==> src/rtl/serial_thermo_to_binary.sv <==
// serial_thermo_to_binary
// Counts the ones of a thermometer code that arrives one bit per accepted
// beat, LSB first. The count and a captured negate flag form the address and
// select for the downstream two's-complement lookup. A 1 that arrives after a
// 0 marks the stream as malformed. The count is still reported, and err is set.
// The working count is BIN_W bits wide. This relies on THERM_LEN < 2**BIN_W.

module serial_thermo_to_binary #(
  parameter int THERM_LEN = 31,
  parameter int BIN_W     = 5
) (
  input  logic             i_clk,
  input  logic             i_rst,
  input  logic             i_start,
  input  logic             i_negate_in,
  input  logic             i_bit_valid,
  input  logic             i_therm_bit,
  output logic             o_busy,
  output logic [BIN_W-1:0] o_bin_out,
  output logic             o_neg_out,
  output logic             o_done,
  output logic             o_err
);

  typedef enum logic [1:0] {
    IDLE  = 2'd0,
    SHIFT = 2'd1,
    DONE  = 2'd2
  } state_t;

  localparam logic [BIN_W-1:0] IDX_LAST = BIN_W'(THERM_LEN - 1);
  localparam logic [BIN_W-1:0] ONE      = BIN_W'(1);

  state_t           r_state;
  state_t           w_next_state;

  logic [BIN_W-1:0] r_count;
  logic [BIN_W-1:0] r_idx;
  logic             r_seen_zero;
  logic             r_err_work;
  logic             r_neg_work;

  logic [BIN_W-1:0] r_bin;
  logic             r_neg;
  logic             r_err;

  logic [BIN_W-1:0] w_count_next;
  logic             w_err_next;
  logic             w_accept;
  logic             w_last;

  assign w_accept     = (r_state == SHIFT) && i_bit_valid;
  assign w_last       = (r_idx == IDX_LAST);
  assign w_count_next = r_count + {{(BIN_W-1){1'b0}}, i_therm_bit};
  assign w_err_next   = r_err_work | (i_therm_bit & r_seen_zero);

  // State register; reset abandons any conversion in flight.
  always_ff @(posedge i_clk or posedge i_rst) begin
    if (i_rst) begin
      r_state <= IDLE;
    end else begin
      r_state <= w_next_state;
    end
  end

  // Next state: start only matters in IDLE, DONE always lasts one cycle.
  always_comb begin
    w_next_state = r_state;
    case (r_state)
      IDLE:    if (i_start) w_next_state = SHIFT;
      SHIFT:   if (w_accept && w_last) w_next_state = DONE;
      DONE:    w_next_state = IDLE;
      default: w_next_state = IDLE;
    endcase
  end

  // Working counters: cleared on an accepted start, advanced on each accepted bit.
  always_ff @(posedge i_clk or posedge i_rst) begin
    if (i_rst) begin
      r_count     <= '0;
      r_idx       <= '0;
      r_seen_zero <= 1'b0;
      r_err_work  <= 1'b0;
      r_neg_work  <= 1'b0;
    end else if (r_state == IDLE && i_start) begin
      r_count     <= '0;
      r_idx       <= '0;
      r_seen_zero <= 1'b0;
      r_err_work  <= 1'b0;
      r_neg_work  <= i_negate_in;
    end else if (w_accept) begin
      r_count    <= w_count_next;
      r_err_work <= w_err_next;
      r_idx      <= r_idx + ONE;
      if (!i_therm_bit) begin
        r_seen_zero <= 1'b1;
      end
    end
  end

  // Result registers load on the same edge that enters DONE and hold otherwise.
  always_ff @(posedge i_clk or posedge i_rst) begin
    if (i_rst) begin
      r_bin <= '0;
      r_neg <= 1'b0;
      r_err <= 1'b0;
    end else if (w_accept && w_last) begin
      r_bin <= w_count_next;
      r_neg <= r_neg_work;
      r_err <= w_err_next;
    end
  end

  assign o_busy    = (r_state != IDLE);
  assign o_done    = (r_state == DONE);
  assign o_bin_out = r_bin;
  assign o_neg_out = r_neg;
  assign o_err     = r_err;

endmodule

==> config.mk <==
export PLATFORM = sky130hd
export DESIGN_NAME = serial_thermo_to_binary
export DESIGN_NICKNAME = d
export VERILOG_FILES = /design/src/rtl/serial_thermo_to_binary.sv
export SDC_FILE = /design/constraint.sdc
export NUM_CORES = 1
export LEC_CHECK = 0
export CAP_MARGIN = 20
export CORE_MARGIN = 2
export CORE_UTILIZATION = 51
export DETAILED_ROUTE_END_ITERATION = 6
export PLACE_DENSITY_LB_ADDON = 0.05
export SETUP_SLACK_MARGIN = 0.15
export SLEW_MARGIN = 20
export SYNTH_ARGS = -nofsm -noshare
export SYNTH_HDL_FRONTEND = slang
export SYNTH_SLANG_ARGS = --single-unit
==> constraint.sdc <==
create_clock -name i_clk -period 1.58 [get_ports i_clk]
set_input_delay 0.316 -clock i_clk [delete_from_list [all_inputs] [get_ports i_clk]]
set_output_delay 0.316 -clock i_clk [all_outputs]
set_load 0.005 [all_outputs]
==> metrics.txt <==
fraction of registers with async set/reset 1.00; Peak VDD IR 0.897 mV; FF-to-FF End o_neg_out$_DFFE_PP0P_; Area growth syn-to-layout 41.4%; largest family of logic cells by synthesized area simple AND/OR/NAND/NOR gates; initial antenna violation count 0; Synth Warn # 0; Top Ports 15; Int Pwr 1.39 mW; num rows 16; GRT busiest layer met1; Antenna Cells 0; clock root cell clkbuf_4; DRC errors left 0; max incr delay on CP 400 ps; post-synthesis xor/xnor area fraction 0.0350; cells after synthesis 82; Adder-Cell Fraction of Synth Area 0.0499; CTS Buf Count 3; Reg-to-Reg Start r_idx[0]$_DFFE_PP0P_; Yosys top cell by area dfrtp_1; largest net degree at the start of global routing 23; number of H-tree levels 1; NetSw 0.723 mW; most numerous cell in the Yosys netlist dfrtp_1; crit start category flip-flop; simple-gate share of the synthesized area 0.160; Netlist cell types 30; core area 0.00190 sq mm; Worst Path Arrival 1660 ps; vias in the first global route 712; multiplexer share of the synthesized area 0.0874; global route overflow 0; path type of the worst min-delay path in2async; Placement Cell Area 0.00124 sq mm; Comb pwr share 0.411; Critical Path RT 1780 ps; Yosys top cell area share 0.549; Sequential Power Share 0.445; Clock Skew 3.57 ps; die area 0.00234 sq mm; MaxCap Viol Count 0; Least-Margin Pin Slew 277 ps; synth cell count leaders 22 x dfrtp_1, 6 x mux2_1, 6 x nand2_1, 4 x a22o_1, 4 x ha_1; M1 GR Usage 0.289; outcome finished clean; Compound-Gate Fraction of Synth Area 0.0999; Clock power frac 0.144; first-pass GRT wire length 3400 um; crit share post-route 0.924; power per cell area 1490 mW/mm^2; Routed WL per cell 14.2 um; Setup WS pre-CTS -312 ps; vias 765; Slew headroom 0.815; Vert. Die Dim 48.3 um; Setup crit end kind flip-flop; Hold WS 330 ps; Fillers 129; Post-synth EDFFs 0; final setup violation count 0; leakage power 0.693 nW; sequential area share after synthesis 0.549; GR Util met2 0.273; GRT Resource Usage Total 0.192; Starting Density 0.527; Slowest cell on crit path dfrtp_1; Period minus WS final 1460 ps; Setup WS post-layout 121 ps; Initial DRC Count 12; met3 Use GR 0.0340; Synth Register Bits 22; Total Wirelength 2060 um; worst-path cell chain inv_2, ha_4, nand4_1, nor2_4, buf_12, mux2_4; Clock Path Buffers 2; fin. max-slew vios 0; critical path class reg2reg; GP Congestion 0.765; Synth Flop Type dfrtp_1; clk_lat worst skew 300 ps; Avg Cell Area, Syn 12.2 sq um; post-DP HPWL 1310 um; Die W 48.3 um; RSZ-0062 raised after global routing true; synthesized area 0.00100 sq mm; Max Fclk 685 MHz; Final nets 129; ranking of synthesized cells by area dfrtp_1 55%, mux2_1 6.7%, ha_1 5.0%, a22o_1 3.5%, xnor2_1 2.6%; post-route cell area 0.00142 sq mm; layout cells sized above 1 0.373; FF-to-FF setup slack 120 ps; Post-DRT Antenna Nets 0; hold_buf cts 0; vias per cell 5.28; CTS tree done; Reg2Reg Depth 6; Sw Share 0.342; Port Buffers 14; Reg clk slew, reported paths 120 ps; DRT Pass-1 Iters 4; Sink Count 22; Final Hold Viols 0; syn nets 92; peak fanout along the critical path 7
==> power groups by stage <==
| stage | registers (mW) | logic, mW | clock network, mW |
|---|---|---|---|
| after global placement | 0.911 | 0.745 | 0 |
| after CTS | 0.924 | 0.825 | 0.316 |
| after detailed placement | 0.920 | 0.774 | 0 |
| final | 0.940 | 0.868 | 0.305 |
| after floorplan | 0.915 | 0.442 | 0 |
| after global routing | 0.963 | 0.968 | 0.340 |
==> flip-flops by register name, indices dropped and copies added (netlist names) <==
name         cells
o_bin_out        5
r_idx            5
r_seen_zero      1
o_neg_out        1
r_neg_work       1
r_state          2
r_count          5
r_err_work       1
o_err            1
==> per-layer routing <==
layer  up-vias  routed length [um]
li1        364                   -
met1       383                 987
met2        16                 977
met3         2                  71
met4         0                  21
met5         -                   0
==> metrics by stage <==
stage | power [mW] | TNS, ps | std cells | util
after floorplan | 1.36 | 0 | 82 | -
after global placement | 1.66 | -1300 | 132 | 0.654
after detailed placement | 1.69 | -1670 | 132 | 0.654
after CTS | 2.07 | 0 | 142 | 0.728
after global routing | 2.27 | 0 | 145 | 0.745
final | 2.11 | 0 | 145 | 0.745
==> how the worst max path moves through the flow <==
stage	startpoint	to	cells after the start
finish	r_idx[0]$_DFFE_PP0P_	o_neg_out$_DFFE_PP0P_	6
global route	r_idx[0]$_DFFE_PP0P_	o_neg_out$_DFFE_PP0P_	6
CTS	r_state[0]$_DFFE_PP0P_	o_busy	2
detailed placement	i_therm_bit	o_bin_out[4]$_DFFE_PP0P_	6
global placement	i_therm_bit	o_bin_out[4]$_DFFE_PP0P_	6
floorplan	r_idx[0]$_DFFE_PP0P_	o_bin_out[0]$_DFFE_PP0P_	5
==> critical path, delay by kind of cell (launching register included) <==
family	cells	cell delay [ps]
simple gates	2	320
fa+ha+maj	1	120
flops	1	400
buf+inv	2	210
mux	1	300
==> kinds of logic (layout without fill, tap and decap cells) <==
family,Yosys count,in the layout
AND/OR/NAND/NOR,25,25
flip-flops,22,22
AO/OA/AOI/OAI,15,15
multiplexers,8,8
adder cells (fa/ha/maj),4,4
XOR/XNOR,4,4
buffers and inverters,4,40
==> placed cells by master (no fill, tap or decap), types with 2 or more instances in the layout <==
master	count
dlygate4sd2_1	8
nand2_1	6
nand3_1	2
nor2_1	3
xnor2_1	2
mux2_4	6
ha_4	2
buf_4	16
dfrtp_1	22
buf_6	2
clkbuf_4	3
nand4_1	2
mux2i_1	2
a21oi_1	2
clkbuf_2	2
inv_1	2
o21ai_1	3
clkdlybuf4s50_1	4
or3_1	2
a22o_1	4
==> repair_timing <==
action / CTS / global route
endpoints found under the hold margin: 0 / 0
gates resized for setup: 25 / 8
setup buffers: 6 / 3
pin swaps: 3 / 3
setup endpoints to repair: 16 / 11
==> layout make-up <==
cell class / count / area (sq um) / area share
clock buffer: 4 / 36.3 / 0.0256
inverter: 3 / 11.3 / 0.00794
multi-input combinational: 56 / 503 / 0.355
sequential: 22 / 551 / 0.388
tap: 27 / 33.8 / 0.0238
timing repair buffer: 33 / 283 / 0.199
(Power assumes the default switching activity.)
